==> config.mk <==
export PLATFORM = sky130hd
export DESIGN_NAME = keypad_scanner
export DESIGN_NICKNAME = d
export VERILOG_FILES = /design/src/rtl/keypad_scanner.sv
export SDC_FILE = /design/constraint.sdc
export NUM_CORES = 1
export LEC_CHECK = 0
export CAP_MARGIN = 30
export CORE_AREA = 2 2 90 49
export DETAILED_ROUTE_END_ITERATION = 12
export DIE_AREA = 0 0 92 51
export GPL_TIMING_DRIVEN = 0
export PLACE_DENSITY = 0.75
export SYNTH_ARGS = -nofsm -noshare
export SYNTH_HDL_FRONTEND = slang
export SYNTH_SLANG_ARGS = --single-unit
==> constraint.sdc <==
create_clock -name clk -period 1.95 [get_ports clk]
set_input_delay 0.2925 -clock clk [delete_from_list [all_inputs] [get_ports clk]]
set_output_delay 0.2925 -clock clk [all_outputs]
set_load 0.005 [all_outputs]
==> src/rtl/keypad_scanner.sv <==
// 4x4 matrix keypad scanner with press/release debouncing and a two-digit key history.
// Define KEYPAD_SYNC_EN to pass the row inputs through a 2-flop synchronizer.
module keypad_scanner #(
    parameter int SCAN_DIV   = 12000,
    parameter int DEB_CYCLES = 12000
) (
    input  logic       clk,
    input  logic       reset,
    input  logic [3:0] rows,
    output logic [3:0] cols,
    output logic       key_valid,
    output logic [3:0] key_code,
    output logic [3:0] digit_new,
    output logic [3:0] digit_old
);

    localparam int MAXC = (SCAN_DIV > DEB_CYCLES) ? SCAN_DIV : DEB_CYCLES;
    localparam int CW   = (MAXC > 1) ? $clog2(MAXC) : 1;
    localparam logic [CW-1:0] SCAN_LAST = CW'(SCAN_DIV - 1);
    localparam logic [CW-1:0] DEB_LAST  = CW'(DEB_CYCLES - 1);

    typedef enum logic [2:0] {
        S_SCAN,
        S_DEBOUNCE,
        S_PRESS,
        S_HOLD,
        S_RELEASE
    } state_t;

    state_t          r_state, w_state_nxt;
    logic [1:0]      r_col, w_col_nxt;
    logic [1:0]      r_row, w_row_nxt;
    logic [CW-1:0]   r_cnt, w_cnt_nxt;
    logic            w_load;
    logic [3:0]      r_key_code, r_digit_new, r_digit_old;
    logic [3:0]      w_rows;
    logic            w_any_low;
    logic            w_row_low;
    logic [1:0]      w_low_row;

    function automatic logic [3:0] map_key(input logic [1:0] row, input logic [1:0] col);
        logic [3:0] code;
        case ({row, col})
            4'h0: code = 4'h1;
            4'h1: code = 4'h2;
            4'h2: code = 4'h3;
            4'h3: code = 4'hA;
            4'h4: code = 4'h4;
            4'h5: code = 4'h5;
            4'h6: code = 4'h6;
            4'h7: code = 4'hB;
            4'h8: code = 4'h7;
            4'h9: code = 4'h8;
            4'hA: code = 4'h9;
            4'hB: code = 4'hC;
            4'hC: code = 4'hE;
            4'hD: code = 4'h0;
            4'hE: code = 4'hF;
            4'hF: code = 4'hD;
        endcase
        return code;
    endfunction

`ifdef KEYPAD_SYNC_EN
    logic [3:0] r_rows_p0, r_rows_p1;

    // Row synchronizer stages; idle level is all rows released.
    always_ff @(posedge clk or posedge reset) begin
        if (reset) begin
            r_rows_p0 <= 4'hF;
            r_rows_p1 <= 4'hF;
        end else begin
            r_rows_p0 <= rows;
            r_rows_p1 <= r_rows_p0;
        end
    end

    assign w_rows = r_rows_p1;
`else
    assign w_rows = rows;
`endif

    assign w_any_low = ~&w_rows;
    assign w_row_low = ~w_rows[r_row];

    // Lowest-index low row wins when several rows are pulled down together.
    always_comb begin
        w_low_row = 2'd3;
        if (!w_rows[0])      w_low_row = 2'd0;
        else if (!w_rows[1]) w_low_row = 2'd1;
        else if (!w_rows[2]) w_low_row = 2'd2;
    end

    always_ff @(posedge clk or posedge reset) begin
        if (reset) begin
            r_state <= S_SCAN;
            r_col   <= 2'd0;
            r_row   <= 2'd0;
            r_cnt   <= '0;
        end else begin
            r_state <= w_state_nxt;
            r_col   <= w_col_nxt;
            r_row   <= w_row_nxt;
            r_cnt   <= w_cnt_nxt;
        end
    end

    always_comb begin
        w_state_nxt = r_state;
        w_col_nxt   = r_col;
        w_row_nxt   = r_row;
        w_cnt_nxt   = r_cnt;
        w_load      = 1'b0;
        case (r_state)
            S_SCAN: begin
                if (r_cnt == SCAN_LAST) begin
                    w_cnt_nxt = '0;
                    if (w_any_low) begin
                        w_row_nxt   = w_low_row;
                        w_state_nxt = S_DEBOUNCE;
                    end else begin
                        w_col_nxt = r_col + 2'd1;
                    end
                end else begin
                    w_cnt_nxt = r_cnt + 1'b1;
                end
            end
            S_DEBOUNCE: begin
                if (!w_row_low) begin
                    w_cnt_nxt   = '0;
                    w_state_nxt = S_SCAN;
                end else if (r_cnt == DEB_LAST) begin
                    w_cnt_nxt   = '0;
                    w_load      = 1'b1;
                    w_state_nxt = S_PRESS;
                end else begin
                    w_cnt_nxt = r_cnt + 1'b1;
                end
            end
            S_PRESS: begin
                w_cnt_nxt   = '0;
                w_state_nxt = S_HOLD;
            end
            S_HOLD: begin
                if (!w_any_low) begin
                    w_cnt_nxt   = '0;
                    w_state_nxt = S_RELEASE;
                end
            end
            S_RELEASE: begin
                if (w_any_low) begin
                    w_cnt_nxt   = '0;
                    w_state_nxt = S_HOLD;
                end else if (r_cnt == DEB_LAST) begin
                    w_cnt_nxt   = '0;
                    w_col_nxt   = r_col + 2'd1;
                    w_state_nxt = S_SCAN;
                end else begin
                    w_cnt_nxt = r_cnt + 1'b1;
                end
            end
            default: begin
                w_cnt_nxt   = '0;
                w_state_nxt = S_SCAN;
            end
        endcase
    end

    // Code is loaded on entry to PRESS so it is already valid during the key_valid pulse.
    always_ff @(posedge clk or posedge reset) begin
        if (reset) begin
            r_key_code  <= 4'h0;
            r_digit_new <= 4'h0;
            r_digit_old <= 4'h0;
        end else if (w_load) begin
            r_key_code  <= map_key(r_row, r_col);
            r_digit_new <= map_key(r_row, r_col);
            r_digit_old <= r_digit_new;
        end
    end

    assign cols      = ~(4'b0001 << r_col);
    assign key_valid = (r_state == S_PRESS);
    assign key_code  = r_key_code;
    assign digit_new = r_digit_new;
    assign digit_old = r_digit_old;

endmodule

==> out/qor.csv <==
stage;metric;value;unit
run_status;run_status;complete, but fails checks;
run_status;failed_checks;negative setup slack;
logic_synthesis;ys_async_sr_fraction;100.0;%
layout;n_antenna_cell;0;
critical_path;critPathMaxFanout;8;
critical_path;critical_path.startpoint_type;flip-flop;
grt;antenna_found_initial;0;
route;post_drt_wl_per_cell;14.09;microns
logic_synthesis;synth_sequential_area_ratio;38.72;%
critical_path;worst_ep_required_time;2120;ps
timing;fin_tns_setup;-62.63;ps
floorplan;std_cell_rows;17;
floorplan;chipWidth;92;microns
clocking;cts_tree;done;
place;place.detailed.hpwl;3.068;mm
floorplan;die_area;0.004692;sq mm
worst_hold_path;holdCritPathClass;in2reg;
place;placed_cells;282;
layout;finish.net_count;255;
grt;global_route.usage.total;20.16;%
logic_synthesis;synth_ff_type;sky130_fd_sc_hd__dfrtp_1;
clocking;clock_path_buffers;2;
grt;grt_first_pass_wirelength;7.314;mm
clocking;clock_sink_count;29;
power_and_ir_drop;p_leak;1.074;nW
timing;max_clk_rate;0.5089;GHz
logic_synthesis;syn_inst;202;
layout;area_delta_synth_final;30.31;%
route;routed_wirelength;4.228;mm
logic_synthesis;synth_largest_area_cell;sky130_fd_sc_hd__dfrtp_1;
route;drc;0;
flow_run;max_cap_viol_count;0;
power_and_ir_drop;tot_pwr;0.001836;W
timing;fin_skew;6.350;ps
floorplan;area_inside_the_core_boundary;0.004041;sq mm
grt;globalRoute.totalOverflow;0;
timing;finalWorstSetupSlack;-15.00;ps
critical_path;timing.critical_path.arrival;2130;ps
power_and_ir_drop;power_density;751.6;mW/mm^2
route;detailedRoute.firstIterationViolations;104;
logic_synthesis;yosysWarningCount;0;
critical_path;setup.worst_path.class;reg2reg;
place;io_buf_count;22;
route;num_vias;1598;
logic_synthesis;mappedNetlistArea;0.001874;sq mm
timing;grt_setup_unrepaired;yes;
timing;final-setup-viol-count;7;
clocking;clock_latency;280;ps
clocking;clock-root-buffer;sky130_fd_sc_hd__clkbuf_8;
layout;final-instance-count-excl-fill;300;
floorplan;effective_utilization_at_floorplan;46.38;%
grt;pin_count_of_the_biggest_net_entering_global_routing;19;
logic_synthesis;synth_seq_cells;29;
timing;final_min_period_over_clock_period;100.8;%
power_and_ir_drop;vdd_drop_max;0.4245;mV
route;drt_pass1_iterations;4;
critical_path;worst_setup_path_end_kind;flip-flop;
place;gp_routability_congestion;0.8855;
logic_synthesis;post-synth-top-area-fraction;38.72;%
route;viasPerCell;5.327;
logic_synthesis;ys_top_cells_by_area;sky130_fd_sc_hd__dfrtp_1 39%, sky130_fd_sc_hd__mux2_2 6.0%, sky130_fd_sc_hd__ha_1 4.7%, sky130_fd_sc_hd__nand2_1 4.6%, sky130_fd_sc_hd__o21ai_0 4.0%;
floorplan;die-height;51;microns
layout;post_route_cells_drive_above_1_share;24.69;%
timing;slew-limit-headroom;63.55;%
logic_synthesis;syn_avg_cell_area;9.279;sq um
logic_synthesis;synth_edf_count;0;
timing;final-hold-violation-count;0;
timing;final_max_slew_viol_count;0;
logic_synthesis;net_count_synth;215;
timing;timing_worst_slew_pin_value;546.2;ps
grt;grt_pass1_vias;1443;
worst_hold_path;worstHoldPathCells;3;
timing;fin_crit;1965;ps
clocking;cts_buffers;5;
clocking;number_of_buffers_added_to_fix_hold_violations_after_cts;0;
logic_synthesis;synth_cell_types;43;
route;drtAntennaViolNets;0;
critical_path;worst-r2r-cell-count;5;
floorplan;io_pins;23;
clocking;worst_setup_hold_path_clk_slew;60;ps
clocking;h_tree_depth;2;
[Yosys cell counts (all sizes together), types with 2 or more instances]
library cell and n:
o21ai 15, nand3b 5, nor3 3, nand4 6
dfrtp 29, o2111ai 4, a21oi 8, nand2 23
nor2 12, and4 4, nand3 7, clkbuf 6
ha 7, and3 3, mux2i 3, inv 16
buf 11, xor2 4, o211ai 7, nor4 2
mux2 10
[power breakdown]
part	internal, W	total [W]	switching, W	leakage (nW)
registers	0.000663	0.000738	0.0000749	0.378
clock network	0.000318	0.000549	0.000231	0.0542
logic	0.000222	0.000548	0.000326	0.641
total	0.00120	0.00184	0.000632	1.07
[through the flow]
stage          cell area (sq um)  worst slack (ps)  utilization, %  hold slack, ps
2_1_floorplan               1879            -48.75               -           370.6
3_3_place_gp                2171            -580.4           53.72           490.1
3_5_place_dp                2198            -650.4           54.40           495.0
4_1_cts                     2362            -121.5           58.45           379.2
5_1_grt                     2442            -62.60           60.43           364.2
6_report                    2442            -15.00           60.43           340.9
[kinds of logic (layout without fill, tap and decap cells)]
group	after synthesis	in the layout	synth area share (%)
AO/OA/AOI/OAI	44	44	15.22
multiplexers	14	14	8.812
adder cells (fa/ha/maj)	7	7	4.673
AND/OR/NAND/NOR	70	70	20.43
flip-flops	29	29	38.72
buffers and inverters	33	74	9.813
XOR/XNOR	5	5	2.336
[flip-flops by register name, summed over array words and instances (netlist names)]
register	cells
digit_new	4
digit_old	4
r_cnt	14
r_col	2
r_row	2
r_state	3
[cell usage in the layout (no fill, tap or decap), types with 4 or more instances in the layout]
cell type and count:
sky130_fd_sc_hd__nand3_1 6, sky130_fd_sc_hd__dfrtp_2 6, sky130_fd_sc_hd__clkbuf_2 4, sky130_fd_sc_hd__nand3b_1 5, sky130_fd_sc_hd__clkdlybuf4s50_1 20, sky130_fd_sc_hd__inv_1 16
sky130_fd_sc_hd__ha_1 6, sky130_fd_sc_hd__o211ai_1 7, sky130_fd_sc_hd__mux2_2 9, sky130_fd_sc_hd__o21ai_0 14, sky130_fd_sc_hd__nand2_1 23, sky130_fd_sc_hd__clkbuf_8 7
sky130_fd_sc_hd__o2111ai_1 4, sky130_fd_sc_hd__nor2_1 11, sky130_fd_sc_hd__dfrtp_1 23, sky130_fd_sc_hd__buf_6 5, sky130_fd_sc_hd__buf_4 17, sky130_fd_sc_hd__a21oi_1 7
sky130_fd_sc_hd__nand4_1 6, sky130_fd_sc_hd__xor2_1 4
[what timing repair did]
item	CTS	global route
buffers inserted	7	4
pin swaps	2	6
endpoints found under the setup margin	26	28
gates resized for setup	7	16
[worst max-delay path: stages (launching register included)]
cell and delay (ps):
sky130_fd_sc_hd__dfrtp_2 410, sky130_fd_sc_hd__or4b_4 550, sky130_fd_sc_hd__nor4_4 170, sky130_fd_sc_hd__and4_1 240
sky130_fd_sc_hd__buf_6 150, sky130_fd_sc_hd__mux2_2 340
[final cells by class]
type | count | area [sq um]
Fill cell | 334 | 1599
Multi-Input combinational cell | 140 | 1016
Sequential cell | 29 | 733.2
Timing Repair Buffer | 34 | 335.3
Buffer | 16 | 125.1
Clock buffer | 7 | 96.34
Tap cell | 57 | 71.32
Inverter | 16 | 60.06
Clock inverter | 1 | 5.005
[path summary, 6_finish.rpt]
| check | startpoint | end | slack [ps] |
|---|---|---|---|
| min in group asynchronous | reset | r_cnt[13]$_DFFE_PP0N_ | 360 |
| worst max-delay path | r_cnt[8]$_DFFE_PP0N_ | digit_new[1]$_DFFE_PP0P_ | -10 |
| max in group asynchronous | reset | r_col[1]$_DFFE_PP0P_ | 1100 |
| worst min register to register | digit_old[1]$_DFFE_PP0P_ | digit_old[1]$_DFFE_PP0P_ | 510 |
| worst min-delay path | rows[1] | r_row[1]$_DFFE_PP0P_ | 340 |
| worst max register to register | r_cnt[8]$_DFFE_PP0N_ | digit_new[1]$_DFFE_PP0P_ | -10 |
[layer usage]
layer / global-route usage (%) / up-vias / share of wire (%) / wire (microns)
met5: 0 / - / 0 / 0
met4: 5.224 / 0 / 0.80 / 34
met3: 4.867 / 5 / 5.8 / 245
met2: 26.10 / 49 / 38 / 1599
met1: 32.52 / 742 / 56 / 2348
li1: - / 802 / - / -
No activity file was read; power rests on OpenSTA's default activity.
